<file path="src/rtl/ras_ctrl_if.sv">
// Signal bundle between ras_ctrl and its environment: fetch/decode requesters,
// the RAS instance, and the prediction/flush outputs. Slave is the controller's view.
`timescale 1ns/1ps
interface ras_ctrl_if #(
    parameter int unsigned ENTRIES_NUM = 4,
    parameter int unsigned ADDR_W      = 32
);
    localparam int unsigned DepthW = $clog2(ENTRIES_NUM + 1);

    logic              flush;
    logic              f_valid;
    logic              f_ready;
    logic              f_call;
    logic              f_ret;
    logic [ADDR_W-1:0] f_pc;
    logic              d_valid;
    logic              d_call;
    logic              d_ret;
    logic [ADDR_W-1:0] d_pc;
    logic              ras_top_valid;
    logic [ADDR_W-1:0] ras_top_data;
    logic              ras_push_req;
    logic              ras_pop_req;
    logic [ADDR_W-1:0] ras_push_data;
    logic              ras_flush;
    logic              pred_valid;
    logic [ADDR_W-1:0] pred_target;
    logic [DepthW-1:0] depth;

    modport master (
        output flush, f_valid, f_call, f_ret, f_pc,
        output d_valid, d_call, d_ret, d_pc,
        output ras_top_valid, ras_top_data,
        input  f_ready, ras_push_req, ras_pop_req, ras_push_data, ras_flush,
        input  pred_valid, pred_target, depth
    );

    modport slave (
        input  flush, f_valid, f_call, f_ret, f_pc,
        input  d_valid, d_call, d_ret, d_pc,
        input  ras_top_valid, ras_top_data,
        output f_ready, ras_push_req, ras_pop_req, ras_push_data, ras_flush,
        output pred_valid, pred_target, depth
    );
endinterface

</file>
<file path="src/rtl/ras_ctrl.sv">
// RAS front-end: arbitrates decode/fetch call-ret hints into one push/pop per cycle,
// tracks speculative depth, blocks underflow pops and predicts return targets.
`timescale 1ns/1ps
module ras_ctrl #(
    parameter int unsigned ENTRIES_NUM = 4,
    parameter int unsigned ADDR_W      = 32,
    parameter int unsigned RA_OFFSET   = 8
) (
    input  logic        clk,
    input  logic        rst,
    ras_ctrl_if.slave   bus
);
    localparam int unsigned DepthW = $clog2(ENTRIES_NUM + 1);
    localparam logic [DepthW-1:0] DepthMax = DepthW'(ENTRIES_NUM);
    localparam logic [ADDR_W-1:0] RaOff    = ADDR_W'(RA_OFFSET);

    typedef struct packed {
        logic              valid;
        logic              call;
        logic              ret;
        logic [ADDR_W-1:0] pc;
    } skid_t;

    skid_t             skid_q, skid_d;
    logic [DepthW-1:0] depth_q, depth_d;

    logic              kill;
    logic              f_ready;
    logic              f_hs;
    logic              d_act;
    logic              op_valid;
    logic              op_call;
    logic              op_ret;
    logic [ADDR_W-1:0] op_pc;
    logic              push;
    logic              pop;
    logic              depth_nz;
    logic [ADDR_W-1:0] d_push_data;

    // State register
    always_ff @(posedge clk) begin
        if (rst) begin
            skid_q  <= '0;
            depth_q <= '0;
        end else begin
            skid_q  <= skid_d;
            depth_q <= depth_d;
        end
    end

    // Next-state: arbitration (decode > skid > new fetch) and depth tracking
    always_comb begin
        kill        = rst | bus.flush;
        f_ready     = !skid_q.valid && !kill;
        f_hs        = bus.f_valid && f_ready;
        d_act       = bus.d_valid && !kill;
        depth_nz    = (depth_q != '0);
        d_push_data = bus.d_pc + RaOff;

        op_valid = 1'b0;
        op_call  = 1'b0;
        op_ret   = 1'b0;
        op_pc    = '0;
        skid_d   = skid_q;

        if (kill) begin
            skid_d = '0;
        end else if (d_act) begin
            op_valid = 1'b1;
            op_call  = bus.d_call;
            op_ret   = bus.d_ret;
            op_pc    = bus.d_pc;
            if (f_hs) begin
                skid_d = '{valid: 1'b1, call: bus.f_call, ret: bus.f_ret, pc: bus.f_pc};
            end
        end else if (skid_q.valid) begin
            op_valid     = 1'b1;
            op_call      = skid_q.call;
            op_ret       = skid_q.ret;
            op_pc        = skid_q.pc;
            skid_d.valid = 1'b0;
        end else if (f_hs) begin
            op_valid = 1'b1;
            op_call  = bus.f_call;
            op_ret   = bus.f_ret;
            op_pc    = bus.f_pc;
        end

        push = op_valid && op_call;
        // A pop against an empty speculative stack is dropped, never issued
        pop  = op_valid && op_ret && depth_nz;

        depth_d = depth_q;
        if (kill) begin
            depth_d = '0;
        end else if (push && pop) begin
            depth_d = depth_q;
        end else if (push) begin
            depth_d = (depth_q == DepthMax) ? DepthMax : depth_q + 1'b1;
        end else if (pop) begin
            depth_d = depth_q - 1'b1;
        end
    end

    // Outputs
    always_comb begin
        bus.f_ready       = f_ready;
        bus.ras_push_req  = push;
        bus.ras_pop_req   = pop;
        bus.ras_push_data = push ? (op_pc + RaOff) : '0;
        bus.ras_flush     = bus.flush && !rst;
        bus.depth         = rst ? '0 : depth_q;
        bus.pred_valid    = 1'b0;
        bus.pred_target   = '0;
        if (f_hs && bus.f_ret) begin
            // A same-cycle decode op overrides what the RAS top currently shows
            if (d_act && bus.d_call) begin
                bus.pred_valid  = 1'b1;
                bus.pred_target = d_push_data;
            end else if (d_act && bus.d_ret) begin
                bus.pred_valid  = 1'b0;
            end else begin
                bus.pred_valid  = bus.ras_top_valid && depth_nz;
                bus.pred_target = bus.ras_top_data;
            end
        end
    end
endmodule

</file>
<file path="src/flat_wrapper.sv">
// flat-port wrapper written by rule: the top's interface ports become plain ports
module ras_ctrl_flat 
#(
    parameter int unsigned ENTRIES_NUM = 4,
    parameter int unsigned ADDR_W      = 32,
    parameter int unsigned RA_OFFSET   = 8
)
  (clk, rst, bus_flush, bus_f_valid, bus_f_call, bus_f_ret, bus_f_pc, bus_d_valid, bus_d_call, bus_d_ret, bus_d_pc, bus_ras_top_valid, bus_ras_top_data, bus_f_ready, bus_ras_push_req, bus_ras_pop_req, bus_ras_push_data, bus_ras_flush, bus_pred_valid, bus_pred_target, bus_depth);
  ras_ctrl_if #(.ENTRIES_NUM(ENTRIES_NUM), .ADDR_W(ADDR_W)) bus_i ();
  input  logic clk;
  input  logic rst;
  input wire logic [$bits(bus_i.flush)-1:0] bus_flush;
  input wire logic [$bits(bus_i.f_valid)-1:0] bus_f_valid;
  input wire logic [$bits(bus_i.f_call)-1:0] bus_f_call;
  input wire logic [$bits(bus_i.f_ret)-1:0] bus_f_ret;
  input wire logic [$bits(bus_i.f_pc)-1:0] bus_f_pc;
  input wire logic [$bits(bus_i.d_valid)-1:0] bus_d_valid;
  input wire logic [$bits(bus_i.d_call)-1:0] bus_d_call;
  input wire logic [$bits(bus_i.d_ret)-1:0] bus_d_ret;
  input wire logic [$bits(bus_i.d_pc)-1:0] bus_d_pc;
  input wire logic [$bits(bus_i.ras_top_valid)-1:0] bus_ras_top_valid;
  input wire logic [$bits(bus_i.ras_top_data)-1:0] bus_ras_top_data;
  output wire logic [$bits(bus_i.f_ready)-1:0] bus_f_ready;
  output wire logic [$bits(bus_i.ras_push_req)-1:0] bus_ras_push_req;
  output wire logic [$bits(bus_i.ras_pop_req)-1:0] bus_ras_pop_req;
  output wire logic [$bits(bus_i.ras_push_data)-1:0] bus_ras_push_data;
  output wire logic [$bits(bus_i.ras_flush)-1:0] bus_ras_flush;
  output wire logic [$bits(bus_i.pred_valid)-1:0] bus_pred_valid;
  output wire logic [$bits(bus_i.pred_target)-1:0] bus_pred_target;
  output wire logic [$bits(bus_i.depth)-1:0] bus_depth;
  assign bus_i.flush = bus_flush;
  assign bus_i.f_valid = bus_f_valid;
  assign bus_i.f_call = bus_f_call;
  assign bus_i.f_ret = bus_f_ret;
  assign bus_i.f_pc = bus_f_pc;
  assign bus_i.d_valid = bus_d_valid;
  assign bus_i.d_call = bus_d_call;
  assign bus_i.d_ret = bus_d_ret;
  assign bus_i.d_pc = bus_d_pc;
  assign bus_i.ras_top_valid = bus_ras_top_valid;
  assign bus_i.ras_top_data = bus_ras_top_data;
  assign bus_f_ready = bus_i.f_ready;
  assign bus_ras_push_req = bus_i.ras_push_req;
  assign bus_ras_pop_req = bus_i.ras_pop_req;
  assign bus_ras_push_data = bus_i.ras_push_data;
  assign bus_ras_flush = bus_i.ras_flush;
  assign bus_pred_valid = bus_i.pred_valid;
  assign bus_pred_target = bus_i.pred_target;
  assign bus_depth = bus_i.depth;
  ras_ctrl #(.ENTRIES_NUM(ENTRIES_NUM), .ADDR_W(ADDR_W), .RA_OFFSET(RA_OFFSET)) u_core (.clk(clk), .rst(rst), .bus(bus_i));
endmodule
</file>
<file path="config.mk">
export PLATFORM = sky130hd
export DESIGN_NAME = ras_ctrl_flat
export DESIGN_NICKNAME = d
export VERILOG_FILES = /design/src/rtl/ras_ctrl_if.sv /design/src/rtl/ras_ctrl.sv /design/src/flat_wrapper.sv
export SDC_FILE = /design/constraint.sdc
export NUM_CORES = 1
export LEC_CHECK = 0
export CORE_MARGIN = 3
export CORE_UTILIZATION = 40
export CTS_CLUSTER_DIAMETER = 40
export DETAILED_ROUTE_END_ITERATION = 7
export PLACE_DENSITY = 0.81
export SLEW_MARGIN = 20
export SYNTH_ARGS = -nofsm -noshare
export SYNTH_HDL_FRONTEND = slang
export SYNTH_SLANG_ARGS = --single-unit
export TNS_END_PERCENT = 10
</file>
<file path="constraint.sdc">
create_clock -name clk -period 7.53 [get_ports clk]
set_clock_uncertainty 0.2 [all_clocks]
set_input_delay 2.259 -clock clk [delete_from_list [all_inputs] [get_ports clk]]
set_output_delay 2.259 -clock clk [all_outputs]
set_load 0.05 [all_outputs]
</file>
==> results.md, run 1 <==
* Deepest clock path buffer count at 2
* DR top layer: met4
* Initial detailed-routing violation count at 552
* CP Launch Type: input pin
* Clk pwr share at 24.6%
* Crit-path cells: clkdlybuf4s50_1 -> inv_1 -> a221oi_2 -> nand4_1 -> or4_4 -> or4_4 -> a21oi_4 -> buf_12
* Overall routing resource usage at 29.11%
* Maxcap violations at 0
* Total power at ~580 uW
* CP Max Fanout at 5
* Layout Utilization at 75.11%
* HPWL after detailed placement at about 14 mm
* Worst slew pin tran at between 0.8 and 0.9 ns
* CTS tree: built
* Effective utilization at floorplan at between 40% and 50%
* Post-synthesis register bit count at 38
* Max frequency at approximately 140 MHz
* Setup-failing EPs final at 0
* Die width at approximately 110 um
* Antenna violations before repair at 0
* Die height at around 110 um
* Worst r2r path cells at 8
* Total Wirelength at roughly 18 mm
* Syn Area/Cell at 6.631 sq um
* CP required at between 5 and 6 ns
* Vias per cell at approximately 5.8
* Sw Ratio at between 30% and 40%
* Worst Setup SP: bus_d_pc[17]
* Worst setup path category: in2out
* Clock sink count at 38
* Period utilization at 98.29%
* Critical Path Max Stage Delay at ~0.6 ns
* Hold_sp: u_core.skid_q[12]$_SDFFE_PP0P_
* Most used DFF post-synth: dfxtp_1
* Max VDD drop at between 80 and 90 uV
* Run status: complete, no violations
* GR Overflow Total at 0
* Router iterations before antenna repair at 5
* Wirelength per Cell at 17.97 um
* N_diodes at 0
* Layout Nets at 980
* Post-synth EDFFs at 0
* Fin Setup TNS at 0 ns
* FFs w/ async S/R, synth at 0%
* Placed Cells at between 900 and 1k
* Placer Congestion at ~0.96
* LEAKAGE at between 2 and 3 nW
* CTS clock-pin slew for the worst setup and hold paths at ~0.070 ns
* Layout cells sized above 1 at 25.23%
* Row count at 36
* Worst skew pair latency at about 0.29 ns
* Antenna-violating nets left at 0
* Final Max Slew Viols at 0
* First-pass GRT wire length at 27.57 mm
* Switch Pwr at roughly 190 uW
* Final Hold Viols at 0
* Critical path arrival at 4.94 ns
* DRC viols at 0
* Crit path buf inv count at 3
* Die area at about 0.012 sq mm
* Sequential share of the synthesized area at 18.01%
* Met1 WL at 7.180 mm
* CTS Buf Count at 5
* Fill cell count at around 780
* Mapped Area at between 0.004 and 0.005 sq mm
* # port buffers at between 150 and 200
* DR vias at around 5.8k
* RSZ-0062 raised after global routing: no
* Met3 Wirelength at 1.814 mm
* Area growth, synth to finish at 77.81%
* Flop pwr share at 35.0%
* WP depth at 8
* Netlist cell types at 61
* Cell count after synthesis at ~640
* CTS root buffer: clkbuf_8
* CP top delay family: simple AND/OR/NAND/NOR gates
* HP Class: reg2reg
* Pwr/cell area at between 70 and 80 mW/mm^2
* Syn_nets at around 750
* Final min period at roughly 7.4 ns
* Hold path depth at 2
* Boundary Pins at around 180
* Slowest-stage cell, CP: or4_4
* Synth warn at 0
* CP dominant cell by count: or4_4
* Number of global-route vias before repair at ~5.6k
* Largest net degree at the start of global routing at 64
* Power share of the combinational group at approximately two fifths
* Htree depth at 2
* Int Pwr at about 400 uW
* Core footprint at roughly 0.01 sq mm
* Number of non-filler instances in the completed layout at between 1k and 1.5k
* Slew Limit Headroom at between 40% and 50%
* R2r startpoint: u_core.skid_q[34]$_SDFFE_PP0N_
* CP Capture Type: output pin
* Met2 WL post-DR at 8.796 mm
[cells by family after synthesis]
family | Yosys count | synth area share [%]
simple gates | 298 | 34.95
compound gates | 185 | 29.27
buf+inv | 69 | 7.465
xor+xnor | 38 | 7.879
flops | 38 | 18.01
fa+ha+maj | 5 | 1.481
mux | 4 | 0.9479
[cell type report]
cell class,count,area [sq um],share of cell area [%]
clock buffer,6,82.58,1.099
inverter,21,78.83,1.049
multi-input combinational,530,3244,43.20
sequential,38,762.0,10.14
tap,133,166.4,2.216
timing repair buffer,273,3177,42.30
[timing repair]
item | 4_1_cts | 5_1_grt
setup endpoints to repair | 16 | 8
gates resized for setup | 25 | 2
pin swaps | 11 | 3
hold buffers | 0 | 0
buffers inserted | 5 | 1
[tightest hold or removal path, delay by kind of cell (launching register included)]
kind	cells	cell delay, ns
and+or+nand+nor	1	0.05
DFF	1	0.31
AOI/OAI and AO/OA	1	0.05
[synth_stat cells (5+ instances only)]
master | count | area (sq um)
buf_2 | 12 | 60.06
a221oi_2 | 7 | 105.1
xnor2_1 | 28 | 245.2
or3_1 | 5 | 31.28
and3b_1 | 5 | 43.79
nor3_1 | 14 | 70.07
o21ai_0 | 30 | 150.1
a221oi_1 | 10 | 87.58
nand3_1 | 18 | 90.09
ha_1 | 5 | 62.56
a22oi_1 | 20 | 150.1
nand4_1 | 15 | 93.84
dfxtp_1 | 38 | 760.7
o211ai_1 | 6 | 45.04
nand2_1 | 118 | 442.9
a21oi_1 | 76 | 380.4
nor2_1 | 58 | 217.7
or4_1 | 5 | 37.54
or2_2 | 6 | 37.54
nand3b_1 | 17 | 127.6
nor4_1 | 7 | 43.79
xor2_1 | 10 | 87.58
inv_1 | 21 | 78.83
clkbuf_1 | 27 | 101.4
buf_4 | 5 | 37.54
a21o_1 | 6 | 45.04
[through the flow]
| stage | hold WS [ns] | setup WS, ns | area, sq um |
|---|---|---|---|
| global route | 0.2750 | 0.03415 | 7511 |
| detailed placement | 0.2455 | -0.3367 | 7341 |
| finish | 0.2547 | 0.1291 | 7511 |
| global placement | 0.2404 | -0.2568 | 7341 |
| floorplan | 0.2363 | 0.008149 | 4295 |
| CTS | 0.2552 | 0.03315 | 7468 |
[cell usage in the layout, fill, tap and decap left out, types with 5 or more instances in the layout]
cell,instances
nand3b_1,17
a221oi_2,9
xor2_1,10
and3b_1,5
nand2_1,117
a221oi_1,8
buf_4,93
inv_1,20
buf_12,68
nor3_1,14
or2_2,7
clkdlybuf4s50_1,101
a21o_1,6
nand3_1,18
nor2_1,57
nand4_1,15
xnor2_1,28
a22oi_1,20
clkbuf_8,6
nor4_1,7
o211ai_1,6
or3_1,5
a21oi_1,70
o21ai_0,28
dfxtp_1,37
[registers in the layout, indices dropped and copies added (netlist names)]
| signal | count |
|---|---|
| u_core.depth_q | 3 |
| u_core.skid_q | 35 |
[metal layers]
| metal | GRT usage [%] | vias up |
|---|---|---|
| met4 | 5.951 | 0 |
| li1 | - | 2758 |
| met3 | 5.743 | 26 |
| met2 | 51.32 | 307 |
| met5 | 0 | - |
| met1 | 36.81 | 2665 |
[final timing paths]
path                               endpoint  slack, ns
max                   bus_ras_push_data[31]       0.13
min          u_core.skid_q[12]$_SDFFE_PP0P_       0.25
max reg2reg  u_core.depth_q[2]$_SDFFE_PP0P_       4.54
min reg2reg  u_core.skid_q[12]$_SDFFE_PP0P_       0.25
[power groups by stage]
stage	combinational (mW)	clock, mW	sequential [mW]
global route	0.250	0.151	0.204
detailed placement	0.229	0	0.209
finish	0.235	0.143	0.204
floorplan	0.102	0	0.208
CTS	0.231	0.144	0.204
global placement	0.226	0	0.209
(Power assumes the default switching activity.)
==> inputs of run 2 (changes only) <==
Settings changed: SKIP_CTS_REPAIR_TIMING set to 1, SLEW_MARGIN 20 to not set.
==> results.md, run 2 (same netlist as run 1, synthesis figures left out) <==
* Run status: complete, no violations
* Setup-failing EPs final at 0 (unchanged)
* Total Wirelength at 18.06 mm (+0.41%)
* Area growth, synth to finish at 77.93% (about the same)
* Clock sink count at 38 (unchanged)
* Commonest non-fill, non-tap cells in the layout: nand2_1 (118), clkdlybuf4s50_1 (102), buf_4 (91)
* Die height at 108.8 um (unchanged)
* R2r startpoint: u_core.skid_q[34]$_SDFFE_PP0N_
* HPWL after detailed placement at 14.25 mm (unchanged)
* CP required at 5.07 ns (about the same)
* Die area at 0.01183 sq mm (unchanged)
* Largest net degree at the start of global routing at 64 (unchanged)
* Layout Nets at 977 (-0.31%)
* Maxcap violations at 0 (unchanged)
* GR Overflow Total at 0 (unchanged)
* Layout Utilization at 75.16% (about the same)
* Crit-path cells: clkdlybuf4s50_1 -> inv_1 -> a221oi_2 -> nand3_1 -> or4b_2 -> or4_4 -> a21oi_4 -> buf_12
* Slew Limit Headroom at 17.44% (-27 points)
* N_diodes at 0 (unchanged)
* Htree depth at 2 (unchanged)
* Max frequency at 134.0 MHz (-0.81%)
* DR vias at 5,811 (+0.96%)
* R2R Path End: u_core.depth_q[2]$_SDFFE_PP0P_
* Antenna violations before repair at 0 (unchanged)
* CTS tree: built
* Period utilization at 99.09% (+0.81 points)
* Reg-to-reg slack, setup at 4.34 ns (-0.20 ns)
* CTS root buffer: clkbuf_8
* Router iterations before antenna repair at 6 (+1)
* RSZ-0062 raised after global routing: yes
* Antenna-violating nets left at 0 (unchanged)
* Row count at 36 (unchanged)
* CP Capture Type: output pin
* Worst skew pair latency at 0.29 ns (about the same)
* Smallest hold slack at 0.2547 ns (+0.00001800 ns)
* Effective utilization at floorplan at 42.24% (unchanged)
* Commonest non-fill, non-tap cell in the layout: nand2_1
* CP top delay family: simple AND/OR/NAND/NOR gates
* Total power at 582.4 uW (about the same)
* Critical Path Max Stage Delay at 0.68 ns (+0.08 ns)
* First-pass GRT wire length at 27.28 mm (-1.0%)
* Number of global-route vias before repair at 5,525 (-0.65%)
* Largest Register: u_core.skid_q
* Hold EP: u_core.skid_q[12]$_SDFFE_PP0P_
* Layout cells sized above 1 at 25.55% (+0.32 points)
* Die width at 108.8 um (unchanged)
* Wirelength per Cell at 18.10 um (+0.71%)
* Largest regs: u_core.skid_q x35, u_core.depth_q x3
* HP Class: reg2reg
* # port buffers at 177 (unchanged)
* CTS Buf Count at 5 (unchanged)
* Overall routing resource usage at 28.81% (-0.30 points)
* Initial detailed-routing violation count at 593 (+7.4%)
* Hold path depth at 2 (unchanged)
* CP Launch Type: input pin
* Setup WS post-layout at 0.06847 ns (-0.06066 ns)
* Max VDD drop at 82.69 uV (-1.3%)
* Number of non-filler instances in the completed layout at 998 (-0.30%)
* Deepest clock path buffer count at 2 (unchanged)
* CP Max Fanout at 4 (-1)
* Slowest-stage cell, CP: or4b_2
* DRC viols at 0 (unchanged)
* Hold_sp: u_core.skid_q[12]$_SDFFE_PP0P_
* Final Max Slew Viols at 0 (unchanged)
* Vias per cell at 5.823 (+1.3%)
* CTS clock-pin slew for the worst setup and hold paths at 0.07 ns (about the same)
* LEAKAGE at 2.736 nW (+0.22%)
* Worst setup path category: in2out
* Core footprint at 0.01000 sq mm (unchanged)
* Critical path arrival at 5.00 ns (+0.06 ns)
* Worst r2r path cells at 7 (-1)
* Worst slew pin tran at 1.235 ns (+0.4014 ns)
* Placer Congestion at 0.9576 (unchanged)
* Final Hold Viols at 0 (unchanged)
* Placed Cells at 988 (unchanged)
* Largest register FFs at 35 (unchanged)
* Final min period at 7.462 ns (+0.06066 ns)
* Post-Place Worst Slack at -0.3367 ns (unchanged)
* Boundary Pins at 178 (unchanged)
* Crit path buf inv count at 3 (unchanged)
* Pwr/cell area at 77.49 mW/mm^2 (about the same)
run 2: how the worst max path moves through the flow:
stage | from | endpoint | slack [ns] | depth (start not counted)
floorplan | bus_d_valid | bus_ras_push_data[31] | 0.008 | 14
global placement | bus_f_valid | bus_ras_push_data[31] | -0.26 | 12
detailed placement | bus_f_valid | bus_ras_push_data[31] | -0.34 | 12
CTS | bus_f_valid | bus_ras_push_data[31] | -0.35 | 12
global route | bus_flush | bus_ras_push_data[31] | -0.05 | 12
finish | bus_d_pc[26] | bus_ras_push_data[31] | 0.07 | 8
run 2: per-stage QoR:
stage / TNS, ns / cell area [sq um]
floorplan: 0 / 4295
global placement: -1.401 / 7341
detailed placement: -2.332 / 7341
CTS: -2.583 / 7423
global route: -0.1179 / 7516
finish: 0 / 7516
run 2: area by class of cell:
| type | instances | area (sq um) |
|---|---|---|
| well taps | 133 | 166.4 |
| multi-input cells | 530 | 3279 |
| fillers | 771 | 2484 |
| clock buffers | 6 | 82.58 |
| repair buffers | 270 | 3147 |
| flip-flops and latches | 38 | 762.0 |
| inverters | 21 | 78.83 |
run 2: worst register-to-register path: stages, from the launching register on:
cell,delay (ns)
dfxtp_2,1.08
nor4b_2,0.16
buf_4,0.23
a221oi_1,0.41
nor2_1,0.19
or3b_2,0.53
o22ai_1,0.18
a221oi_1,0.10
run 2: power breakdown:
part / switching [mW] / internal, mW / total (mW)
clock network: 0.0720 / 0.0707 / 0.143
logic: 0.118 / 0.117 / 0.235
registers: 0.00189 / 0.202 / 0.204
total: 0.192 / 0.390 / 0.582
run 2: per-layer routing:
layer | up-vias | wire (um) | track usage (%)
met5 | - | 0 | 0
met4 | 0 | 309 | 6.492
met3 | 40 | 1844 | 6.039
met2 | 317 | 8696 | 50.57
met1 | 2703 | 7212 | 36.16
li1 | 2751 | - | -
